`src/rtl/seq_multiplier_if.sv`:
```
// Handshake/bus bundle for seq_multiplier.
// Master drives start/operands/mode; slave returns busy, done and product halves.
interface seq_multiplier_if #(
  parameter int DATA_W = 32
);
  logic              start_i;
  logic [DATA_W-1:0] src1_i;
  logic [DATA_W-1:0] src2_i;
  logic              signed_i;
  logic              busy_o;
  logic              done_o;
  logic [DATA_W-1:0] result_lo_o;
  logic [DATA_W-1:0] result_hi_o;

  modport master (
    output start_i, src1_i, src2_i, signed_i,
    input  busy_o, done_o, result_lo_o, result_hi_o
  );

  modport slave (
    input  start_i, src1_i, src2_i, signed_i,
    output busy_o, done_o, result_lo_o, result_hi_o
  );
endinterface

```
`src/rtl/seq_multiplier.sv`:
```
// Shift-add sequential multiplier: one multiplier bit per cycle, LSB first.
// Ports: clk_i, rst_i (sync, active-high), bus (seq_multiplier_if.slave:
// start_i, src1_i, src2_i, signed_i -> busy_o, done_o, result_lo_o, result_hi_o).
// Define SEQ_MUL_SIGNED_EN to honour signed_i; otherwise all multiplies are unsigned.
module seq_multiplier #(
  parameter int DATA_W = 32
) (
  input  logic            clk_i,
  input  logic            rst_i,
  seq_multiplier_if.slave bus
);

  localparam int CNT_W = (DATA_W > 1) ? $clog2(DATA_W) : 1;
  localparam logic [CNT_W-1:0] LAST = CNT_W'(DATA_W - 1);

  typedef enum logic [1:0] {
    IDLE,
    RUN,
    DONE
  } state_t;

  state_t            state;
  logic [DATA_W-1:0] mcand;
  logic [DATA_W-1:0] mq;
  logic [DATA_W-1:0] acc;
  logic [CNT_W-1:0]  cnt;
  logic              busy;
  logic              done;
  logic [DATA_W-1:0] res_lo;
  logic [DATA_W-1:0] res_hi;

  logic [DATA_W:0]     sum;
  logic [2*DATA_W-1:0] prod;
  logic [2*DATA_W-1:0] fin;
  logic [DATA_W-1:0]   op1;
  logic [DATA_W-1:0]   op2;

  // acc holds the upper half; mq shifts out multiplier bits and
  // fills with product low bits from the top.
  always_comb begin
    sum = {1'b0, acc} + (mq[0] ? {1'b0, mcand} : '0);
  end

  assign prod = {sum, mq[DATA_W-1:1]};

`ifdef SEQ_MUL_SIGNED_EN
  logic neg;
  logic neg_nxt;
  logic sgn1;
  logic sgn2;

  assign sgn1 = bus.signed_i & bus.src1_i[DATA_W-1];
  assign sgn2 = bus.signed_i & bus.src2_i[DATA_W-1];
  // Most negative value negates to itself, which is its correct unsigned magnitude.
  assign op1 = sgn1 ? (~bus.src1_i + 1'b1) : bus.src1_i;
  assign op2 = sgn2 ? (~bus.src2_i + 1'b1) : bus.src2_i;
  assign neg_nxt = sgn1 ^ sgn2;
  assign fin = neg ? (~prod + 1'b1) : prod;
`else
  logic unused_signed;

  assign unused_signed = bus.signed_i;
  assign op1 = bus.src1_i;
  assign op2 = bus.src2_i;
  assign fin = prod;
`endif

  always_ff @(posedge clk_i) begin
    if (rst_i) begin
      state  <= IDLE;
      mcand  <= '0;
      mq     <= '0;
      acc    <= '0;
      cnt    <= '0;
      busy   <= 1'b0;
      done   <= 1'b0;
      res_lo <= '0;
      res_hi <= '0;
`ifdef SEQ_MUL_SIGNED_EN
      neg    <= 1'b0;
`endif
    end else begin
      unique case (state)
        IDLE, DONE: begin
          done <= 1'b0;
          if (bus.start_i) begin
            mcand <= op1;
            mq    <= op2;
            acc   <= '0;
            cnt   <= '0;
            busy  <= 1'b1;
            state <= RUN;
`ifdef SEQ_MUL_SIGNED_EN
            neg   <= neg_nxt;
`endif
          end else begin
            state <= IDLE;
          end
        end
        RUN: begin
          acc <= sum[DATA_W:1];
          mq  <= prod[DATA_W-1:0];
          cnt <= cnt + 1'b1;
          if (cnt == LAST) begin
            busy   <= 1'b0;
            done   <= 1'b1;
            res_lo <= fin[DATA_W-1:0];
            res_hi <= fin[2*DATA_W-1:DATA_W];
            state  <= DONE;
          end
        end
        default: state <= IDLE;
      endcase
    end
  end

  assign bus.busy_o      = busy;
  assign bus.done_o      = done;
  assign bus.result_lo_o = res_lo;
  assign bus.result_hi_o = res_hi;

endmodule

```
`src/flat_wrapper.sv`:
```
// flat-port wrapper written by rule: the top's interface ports become plain ports
module seq_multiplier_flat 
#(
  parameter int DATA_W = 32
)
  (clk_i, rst_i, bus_start_i, bus_src1_i, bus_src2_i, bus_signed_i, bus_busy_o, bus_done_o, bus_result_lo_o, bus_result_hi_o);
  seq_multiplier_if #(.DATA_W(DATA_W)) bus_i ();
  input  logic clk_i;
  input  logic rst_i;
  input wire logic [$bits(bus_i.start_i)-1:0] bus_start_i;
  input wire logic [$bits(bus_i.src1_i)-1:0] bus_src1_i;
  input wire logic [$bits(bus_i.src2_i)-1:0] bus_src2_i;
  input wire logic [$bits(bus_i.signed_i)-1:0] bus_signed_i;
  output wire logic [$bits(bus_i.busy_o)-1:0] bus_busy_o;
  output wire logic [$bits(bus_i.done_o)-1:0] bus_done_o;
  output wire logic [$bits(bus_i.result_lo_o)-1:0] bus_result_lo_o;
  output wire logic [$bits(bus_i.result_hi_o)-1:0] bus_result_hi_o;
  assign bus_i.start_i = bus_start_i;
  assign bus_i.src1_i = bus_src1_i;
  assign bus_i.src2_i = bus_src2_i;
  assign bus_i.signed_i = bus_signed_i;
  assign bus_busy_o = bus_i.busy_o;
  assign bus_done_o = bus_i.done_o;
  assign bus_result_lo_o = bus_i.result_lo_o;
  assign bus_result_hi_o = bus_i.result_hi_o;
  seq_multiplier #(.DATA_W(DATA_W)) u_core (.clk_i(clk_i), .rst_i(rst_i), .bus(bus_i));
endmodule
```
`config.mk`:
```
export PLATFORM = sky130hd
export DESIGN_NAME = seq_multiplier_flat
export DESIGN_NICKNAME = d
export VERILOG_FILES = /design/src/rtl/seq_multiplier_if.sv /design/src/rtl/seq_multiplier.sv /design/src/flat_wrapper.sv
export SDC_FILE = /design/constraint.sdc
export NUM_CORES = 1
export LEC_CHECK = 0
export CAP_MARGIN = 10
export CORE_UTILIZATION = 40
export DETAILED_ROUTE_END_ITERATION = 8
export GPL_TIMING_DRIVEN = 0
export MAX_ROUTING_LAYER = met4
export PLACE_DENSITY = 0.6
export SYNTH_ARGS = -nofsm -noshare
export SYNTH_HDL_FRONTEND = slang
export SYNTH_SLANG_ARGS = --single-unit
```
`constraint.sdc`:
```
create_clock -name clk_i -period 3.7 [get_ports clk_i]
set_input_delay 0.74 -clock clk_i [delete_from_list [all_inputs] [get_ports clk_i]]
set_output_delay 0.74 -clock clk_i [all_outputs]
set_load 0.01 [all_outputs]
```
Word-level counts from Yosys, hierarchy flattened

Cells that the tools add are included.

$lt $le $gt $ge: 0
Divide/modulo/power cells: 0
Equal/unequal tests: 5
Shifts and indexed selects: 0
Multipliers: 0
$add $sub $neg: 2
Reductions and logical operators: 8
Muxes and demuxes: 15
Bitwise operators: 0

Operators by type and width:

| kind                                                                    | number |
|---|---|
| 32-bit one-hot mux with 2 select lines                                  | 2 |
| 32-bit 2-to-1 mux                                                       | 3 |
| 32-bit by 33-bit adder with 33-bit output                               | 1 |
| 5-bit one-hot mux with 2 select lines                                   | 1 |
| 2-bit AND reduction                                                     | 4 |
| 5-bit by 1-bit adder with 5-bit output, second input constant           | 1 |
| 5-bit == test, second input constant                                    | 1 |
| 5-bit 2-to-1 mux                                                        | 1 |
| 1-bit 2-to-1 mux                                                        | 4 |
| 1-bit one-hot mux with 2 select lines                                   | 2 |
| 2-bit one-hot mux with 2 select lines                                   | 1 |
| 3-bit AND reduction                                                     | 1 |
| 2-bit by 1-bit == test with 1-bit output, second input constant         | 1 |
| 2-bit == test, second input constant                                    | 1 |
| 2-bit logical NOT                                                       | 1 |
| 2-bit 2-to-1 mux                                                        | 1 |
| 2-bit by 1-bit inequality test with 1-bit output, second input constant | 1 |
| 2-bit inequality test, second input constant                            | 1 |
| 2-bit nonzero test                                                      | 1 |
| 2-bit OR reduction                                                      | 1 |

Memories kept: 0
Bits in read-only memories: 0
Input port bits: 68
Output and inout port bits: 66
Logic and storage cells: 39
Register bits: 169
Bits in writable memories: 0
Bits in latches: 0

Depth between registers and ports, before layout

Gate-level depths: netlist (run 1).

Depth after elaboration: 4
Depth in mapped cells: 13
Gate-level depth less buffers: 12

Worst setup path before layout (run 1)

No wires, ideal clock.

Path kind: reg2reg
Start: reg u_core.mq[0]
End: reg u_core.acc[27]
Library setup time: 0.123 ns
Data arrival time: 2.991 ns
Slack: 0.585 ns
Period minus slack after synthesis: 3.115 ns
Data required time: 3.577 ns
Cell stages (with the launch flop): 14
Buffers on the path: 1
Cell sequence: dfxtp_1 clkbuf_1 and2_1 ha_1 inv_1 fa_1 nand2b_1 a21oi_2 nor2_2 o31a_1 o41a_1 o41ai_2 xnor2_1 o21ai_1

Cells in the longest elaborated chain, start to end: 3

RTL lines:

| item                                      | line                  | text |
|---|---|---|
| from (decl)                               | seq_multiplier.sv:24  | `logic [DATA_W-1:0] mq;` |
| from (signal assigned)                    | seq_multiplier.sv:88  | `mq <= op2;` |
| from (signal assigned)                    | seq_multiplier.sv:102 | `mq <= prod[DATA_W-1:0];` |
| 32-bit 2-to-1 mux                         | seq_multiplier.sv:41  | `sum = {1'b0, acc} + (mq[0] ? {1'b0, mcand} : '0);` |
| 32-bit by 33-bit adder with 33-bit output | seq_multiplier.sv:41  |  |
| 32-bit one-hot mux with 2 select lines    | seq_multiplier.sv:83  | `unique case (state)` |
| to (signal assigned)                      | seq_multiplier.sv:101 | `acc <= sum[DATA_W:1];` |
| to (decl)                                 | seq_multiplier.sv:25  | `logic [DATA_W-1:0] acc;` |

No other way between the ends.
A chain may end at the register's enable or synchronous reset.

Final worst setup path (run 1)

Same ends and word-level chain as after synthesis.

==> metrics.md, run 1 <==
| Metric | Value |
|---|---|
| Slowest cell on crit path | `o41a_1` |
| Fin. Hold Viols | `0` |
| CTS max path bufs | `2` |
| Synth Area in Compound Gates | `a little under a quarter` |
| Total net switching power | `roughly 0.0011 W` |
| CP Cell Sequence | `buf_4 -> and2_1 -> ha_1 -> inv_1 -> fa_1 -> nand2b_1 -> a21oi_2 -> nor2_2 -> o31a_1 -> o41a_1 -> o41ai_2 -> xnor2_1 -> o21ai_1` |
| Net Count, Synth | `roughly 1100` |
| Least-Margin Pin Slew | `about 1100 ps` |
| Cells after synthesis | `roughly 1000` |
| Worst hold start | `u_core.mcand[2]` |
| Worst endpoint data arrival time | `a little under 4000 ps` |
| First-iteration detailed-routing DRC count | `between 400 and 500` |
| Count of boundary I/O pins | `134` |
| Core Region | `just under 20000 um^2` |
| Die H | `roughly 140 um` |
| Clock Pin Slew Worst Setup and Hold Paths | `80 ps` |
| Adder-Cell Fraction of Synth Area | `~5.5%` |
| Main combinational cell family by area after synthesis | `compound AO/OA/AOI/OAI gates` |
| Clk pwr share | `between 40% and 50%` |
| Full die area | `between 20000 and 25000 um^2` |
| Synth Area in Simple Gates | `just over 20%` |
| Maximum vdd ir drop | `roughly 0.29 mV` |
| Worst Hold Class | `flip-flop to flip-flop` |
| Setup Viol. Count Final | `0` |
| Reg-to-reg slack, setup | `approximately 130 ps` |
| Final Cell Area | `approximately 10000 um^2` |
| Post-DP HPWL | `18100 um` |
| GRT overflow | `0` |
| CTS root buffer | `clkbuf_16` |
| Overall routing resource usage | `24.8%` |
| Via/cell ratio | `approximately 5.3` |
| Number of global-route vias before repair | `between 7000 and 8000` |
| Type of the worst setup path | `flip-flop to flip-flop` |
| WL final | `between 20000 and 25000 um` |
| Depth of the most critical reg-to-reg path | `13` |
| Placed standard-cell area | `9790 um^2` |
| Crit-path max FO | `10` |
| Proportion of synthesized area in mux cells | `0%` |
| Delay-heaviest family, CP | `compound AO/OA/AOI/OAI gates` |
| Starting Density | `between 40% and 50%` |
| Sequential Power Share | `between 40% and 50%` |
| Hold Path Cell Cnt | `2` |
| Layout Nets | `approximately 1300` |
| Die width | `145 um` |
| R2R Path End | `u_core.acc[27]` |
| Switching Fraction | `between 20% and 30%` |
| Max incr delay on CP | `530 ps` |
| Global placement routability congestion | `roughly 0.92` |
| Post-route ant nets | `0` |
| CP bufs+invs | `2` |
| Post-synthesis register bit count | `around 170` |
| Residual DRC | `0` |
| Top_reg_cell synth | `dfxtp_1` |
| Netlist Area Pre-Place | `8140 um^2` |
| Syn_area_per_cell | `8.02 um^2` |
| Initial antenna violation count | `0` |
| Cts bufs inserted | `17` |
| Row Count | `just over 50` |
| Crit path capture type | `flip-flop` |
| CTS tree | `built` |
| Fill count | `1957` |
| Internal | `0.00292 W` |
| Fin Clk Skew | `~12 ps` |
| Clock latency on the worst-skew pair | `450 ps` |
| Comb pwr share | `~8.4%` |
| CP startpoint kind | `flip-flop` |
| Synth cell types | `between 50 and 60` |
| WL per Instance | `16.9 um` |
| CTS Sinks | `approximately 170` |
| First drt pass iteration count | `5` |
| Largest net degree at the start of global routing | `20` |
| RSZ-0062 raised after global routing | `false` |
| Synth warnings | `0` |
| Post-CTS Repair Setup Buffers | `0` |
| Max_slew headroom | `28.7%` |
| PortBufs | `around 130` |
| Final critical path time including I/O delays and setup | `approximately 3600 ps` |
| Tcrit/Tclk final | `96.6%` |
| Power, Total | `around 0.0040 W` |
| Routed vias | `7600` |
| Crit path required time | `roughly 4000 ps` |
| Hold worst-path end | `u_core.mcand[2]` |
| EDFF count, synth | `0` |
| First-pass GRT wire length | `roughly 38000 um` |
| Outcome | `finished clean` |
| PD cells | `slightly below 400 nW/um^2` |
| Area grow syn2layout | `27.8%` |
| Post-CTS Hold Fix Bufs | `0` |
| Fmax | `between 0.2 and 0.3 GHz` |
| ANT cells | `0` |
| Leak | `roughly 3.8 nW` |
| Layout cells sized above 1 | `about 5.3%` |
| Seq/Total Area, Yosys | `between 40 and 50%` |
| R2r startpoint | `u_core.mq[0]` |
| FFs w/ async S/R, synth | `0%` |
| H-tree depth | `4` |
| Synth Area in XOR/XNOR | `3.23%` |
| Max-cap violation count | `0` |
| Final Max Tran Viols | `0` |
state kept, by name, indices dropped and copies added (netlist names):
name and cells:
u_core.bus.result_hi_o 32, u_core.mcand 32, u_core.bus.result_lo_o 32, u_core.state 2, u_core.cnt 5, u_core.bus.done_o 1, u_core.mq 32, u_core.acc 32
u_core.bus.busy_o 1
per-stage QoR:
stage               setup TNS, ps  hold slack [ps]  std cells  setup WS, ps  util (%)
floorplan                       0              432       1015           585         -
global placement             -359              439       1411          -195      49.6
detailed placement           -418              443       1412          -190      49.7
CTS                             0              453       1444           131      52.7
global route                    0              472       1444          12.7      52.7
finish                          0              452       1444           126      52.7
logic make-up (layout without fill, tap and decap cells):
kind of cell | count (synthesis) | count (layout)
and+or+nand+nor | 389 | 389
AOI/OAI and AO/OA | 305 | 305
DFF | 169 | 169
buffers and inverters | 87 | 251
adders and majority gates | 35 | 35
xor gates and xnor gates | 30 | 30
synthesized netlist by cell type (2+ instances only):
cell type	instances	area share, %
buf_1	8	0.37
nor2_1	51	2.4
o31ai_1	2	0.18
clkbuf_8	9	1.5
o211a_1	3	0.37
nand3_1	12	0.74
a211oi_1	4	0.37
nor2b_1	4	0.31
a21oi_1	161	9.9
nor4_1	2	0.15
nor3_1	6	0.37
a22o_1	9	0.97
o41ai_1	2	0.22
nand2_1	245	11
or2_2	2	0.15
a31oi_1	3	0.23
and2_1	32	2.5
or4_1	4	0.37
o21a_1	6	0.55
xor2_1	11	1.2
buf_6	3	0.42
ha_1	34	5.2
dfxtp_1	169	42
a31o_2	3	0.32
nand2b_1	4	0.31
xnor2_1	19	2.0
clkbuf_1	48	2.2
and3_1	3	0.23
a22oi_1	47	4.3
o21ai_0	36	2.2
a21o_1	6	0.55
bufbuf_16	2	0.80
o211ai_1	4	0.37
inv_1	13	0.60
o21bai_1	7	0.65
nand4_1	18	1.4
power groups by stage:
stage          combinational, W  sequential [W]  clock, W
5_1_grt                0.000375         0.00191   0.00191
6_report               0.000341         0.00190   0.00180
3_5_place_dp           0.000340         0.00194         0
2_1_floorplan          0.000185         0.00193         0
3_3_place_gp           0.000337         0.00194         0
4_1_cts                0.000342         0.00190   0.00183
worst reg2reg max path: stages (launching register included):
cell      delay (ps)
dfxtp_2          430
buf_4            220
and2_1           150
ha_1             160
inv_1             60
fa_1             390
nand2b_1         200
a21oi_2          190
nor2_2            90
o31a_1           410
o41a_1           530
o41ai_2          300
xnor2_1          230
o21ai_1          110
cell type report:
class | count | area [um^2] | share of cell area [%]
well taps | 265 | 332 | 3.19
repair buffers | 132 | 1320 | 12.7
plain buffers | 74 | 473 | 4.55
flip-flops and latches | 169 | 3380 | 32.5
multi-input cells | 759 | 4240 | 40.8
clock inverters | 15 | 175 | 1.68
clock buffers | 17 | 425 | 4.09
inverters | 13 | 48.8 | 0.469
cells in the final DEF, fill, tap and decap left out, drive strengths merged, types with 20 or more instances in the layout:
| master | count |
|---|---|
| o21ai | 37 |
| nand2 | 245 |
| dfxtp | 169 |
| nor2 | 52 |
| clkbuf | 73 |
| ha | 34 |
| a22oi | 47 |
| a21oi | 162 |
| and2 | 32 |
| inv | 20 |
| clkdlybuf4s50 | 131 |
timing repair:
| item | in CTS | in global routing |
|---|---|---|
| cloned | 0 | 0 |
| endpoints found under the setup margin | 5 | 2 |
| pin swaps | 0 | 0 |
| gates resized for setup | 4 | 1 |
per-layer routing:
layer	vias to the layer above	routed length, um	global-route usage, %
met5	-	0	-
met3	27	1090	3.87
met2	185	10900	37.1
met1	3567	12000	34.6
li1	3821	-	-
met4	0	343	6.59
worst max path at each step:
| stage | to | slack, ps | start | depth (start not counted) |
|---|---|---|---|---|
| finish | u_core.acc[27] | 130 | u_core.mq[0] | 13 |
| global route | u_core.acc[27] | 10 | u_core.mq[0] | 13 |
| CTS | u_core.acc[27] | 130 | u_core.mq[0] | 13 |
| detailed placement | u_core.acc[27] | -190 | u_core.mq[0] | 13 |
| global placement | u_core.acc[27] | -190 | u_core.mq[0] | 13 |
| floorplan | u_core.acc[27] | 590 | u_core.mq[0] | 13 |
No activity file was read; power rests on OpenSTA's default activity.
==> inputs of run 2 (changes only) <==
Settings changed: SETUP_SLACK_MARGIN from default to 0.15.
Clock period 3.7 ns to 4.2 ns, I/O delays scaled along.
==> metrics.md, run 2 (synthesis results as in run 1) <==
| Metric | Value |
|---|---|
| Outcome | `finished clean` |
| Initial antenna violation count | `0` |
| Core Region | `19700 um^2` |
| Post-CTS Repair Setup Buffers | `0` |
| Depth of the most critical reg-to-reg path | `11` |
| Fmax | `0.260 GHz` |
| Hold slack | `between 400 and 500 ps` |
| PD cells | `between 300 and 400 nW/um^2` |
| Type of the worst setup path | `flip-flop to flip-flop` |
| Die width | `145 um` |
| Hold Path Cell Cnt | `2` |
| Post-DP HPWL | `about 18000 um` |
| Setup Viol. Count Final | `0` |
| Delay-heaviest family, CP | `compound AO/OA/AOI/OAI gates` |
| First-iteration detailed-routing DRC count | `around 430` |
| Crit path required time | `4530 ps` |
| RSZ-0062 raised after global routing | `false` |
| Final critical path time including I/O delays and setup | `just under 4000 ps` |
| Maximum vdd ir drop | `between 0.2 and 0.3 mV` |
| First-pass GRT wire length | `between 30000 and 40000 um` |
| Crit-path max FO | `10` |
| Reg-to-reg slack, setup | `approximately 350 ps` |
| First drt pass iteration count | `5` |
| Full die area | `~21000 um^2` |
| Least-Margin Pin Slew | `between 1000 and 1500 ps` |
| WL per Instance | `16.8 um` |
| Global placement routability congestion | `0.923` |
| Clk pwr share | `44.5%` |
| Residual DRC | `0` |
| ANT cells | `0` |
| Fin. Hold Viols | `0` |
| Dpl cells | `~1400` |
| Total negative slack | `0 ps` |
| Leak | `roughly 3.8 nW` |
| CP Cell Sequence | `clkbuf_1 -> nand2_1 -> fa_1 -> nand2b_1 -> a21oi_2 -> nor2_2 -> o31a_1 -> o41a_1 -> o41ai_2 -> xnor2_1 -> o21ai_1` |
| Via/cell ratio | `roughly 5.3` |
| Slowest cell on crit path | `o41a_1` |
| CP startpoint kind | `flip-flop` |
| Max-cap violation count | `0` |
| Die H | `about 140 um` |
| Layout cells sized above 1 | `around 5.2%` |
| Post-route ant nets | `0` |
| Starting Density | `41.3%` |
| Area grow syn2layout | `27.7%` |
| Clock latency on the worst-skew pair | `between 400 and 500 ps` |
| Layout Nets | `between 1000 and 1500` |
| Comb pwr share | `under 10%` |
| CP bufs+invs | `1` |
| CTS tree | `built` |
| Stages on the worst setup path | `11` |
| Worst Hold Class | `flip-flop to flip-flop` |
| Row Count | `51` |
| Final Max Tran Viols | `0` |
| Count of boundary I/O pins | `roughly 130` |
| Number of global-route vias before repair | `a little over 7000` |
| Largest net degree at the start of global routing | `20` |
| Switching Fraction | `27.7%` |
| Routed vias | `7628` |
| Sequential Power Share | `around 47%` |
| CTS root buffer | `clkbuf_16` |
| Overall routing resource usage | `24.8%` |
| Most common cell after layout, fill and taps aside | `nand2_1` |
| Total net switching power | `a little under 0.001 W` |
| CTS Sinks | `169` |
| Max_slew headroom | `a little under a third` |
| GRT overflow | `0` |
| Cts bufs inserted | `17` |
| Max incr delay on CP | `approximately 530 ps` |
| PnR worst setup slack | `between 300 and 400 ps` |
| CTS max path bufs | `2` |
| Non-filler instance count after layout | `1444` |
| Most frequent cells in the layout | `245 x nand2_1, 169 x dfxtp_1, 161 x a21oi_1, 131 x clkdlybuf4s50_1, 51 x nor2_1` |
| Placement Setup Slack | `310 ps` |
| Clock Pin Slew Worst Setup and Hold Paths | `around 80 ps` |
| Final Core Density | `52.7%` |
| PortBufs | `between 100 and 150` |
| Worst endpoint data arrival time | `~4200 ps` |
| Internal | `between 0.002 and 0.003 W` |
| Crit path capture type | `flip-flop` |
| WL final | `roughly 24000 um` |
| Tcrit/Tclk final | `between 90% and 100%` |
| Fin Clk Skew | `approximately 13 ps` |
| H-tree depth | `4` |
## run 2: cell types whose count changed in the layout (fill, tap and decap cells not counted), sizes merged
cell / delta
clkbuf: +1
buf: -1
## run 2: final cells by class
type	instances	area, um^2
tap	265	332
timing repair buffer	132	1320
multi-input combinational	759	4240
inverter	13	48.8
clock inverter	15	175
buffer	74	469
clock buffer	17	425
fill	1958	9320
sequential	169	3380
## run 2: final timing paths
path	from	to
worst max-delay path	u_core.mq[0]	u_core.acc[27]
worst min-delay path	u_core.mcand[2]	u_core.mcand[2]
worst max register to register	u_core.mq[0]	u_core.acc[27]
worst min register to register	u_core.mcand[2]	u_core.mcand[2]
## run 2: what timing repair did
| action | 4_1_cts | 5_1_grt |
|---|---|---|
| endpoints found under the setup margin | 0 | 2 |
| resized for setup | 0 | 2 |
| hold buffers | 0 | 0 |
## run 2: per-layer routing
metal / GRT usage, % / vias up / share of wire (%)
li1: - / 3825 / -
met1: 34.6 / 3584 / 49
met2: 37.1 / 189 / 45
met3: 3.87 / 30 / 4.1
met4: 6.59 / 0 / 1.6
met5: - / - / 0
## run 2: worst register-to-register path, cell delays in order, from the launching register on
cell and delay [ps]:
dfxtp_1 520, clkbuf_1 510, nand2_1 190, fa_1 450, nand2b_1 200, a21oi_2 190
nor2_2 90, o31a_1 410, o41a_1 530, o41ai_2 300, xnor2_1 230, o21ai_1 110
## run 2: stage by stage
step	area, um^2	total power [W]
global placement	9780	0.00201
finish	10400	0.00356
global route	10400	0.00369
detailed placement	9790	0.00201
floorplan	8140	0.00187
CTS	10400	0.00359
## run 2: power by group through the flow
stage / Sequential (W) / Combinational (W) / Clock (W)
floorplan: 0.00170 / 0.000163 / 0
global placement: 0.00171 / 0.000297 / 0
detailed placement: 0.00171 / 0.000300 / 0
CTS: 0.00167 / 0.000301 / 0.00161
global route: 0.00168 / 0.000330 / 0.00168
finish: 0.00168 / 0.000300 / 0.00158
==> inputs of run 3 (changes only) <==
==> constraint.sdc (replaced) <==
create_clock -name clk_i -period 4.2 [get_ports clk_i]
set_input_delay 0.84 -clock clk_i [delete_from_list [all_inputs] [get_ports clk_i]]
set_output_delay 0.84 -clock clk_i [all_outputs]
set_load 0.02 [all_outputs]
==> results of run 3 <==
Same layout as run 2 (identical final DEF). Status: finished clean.
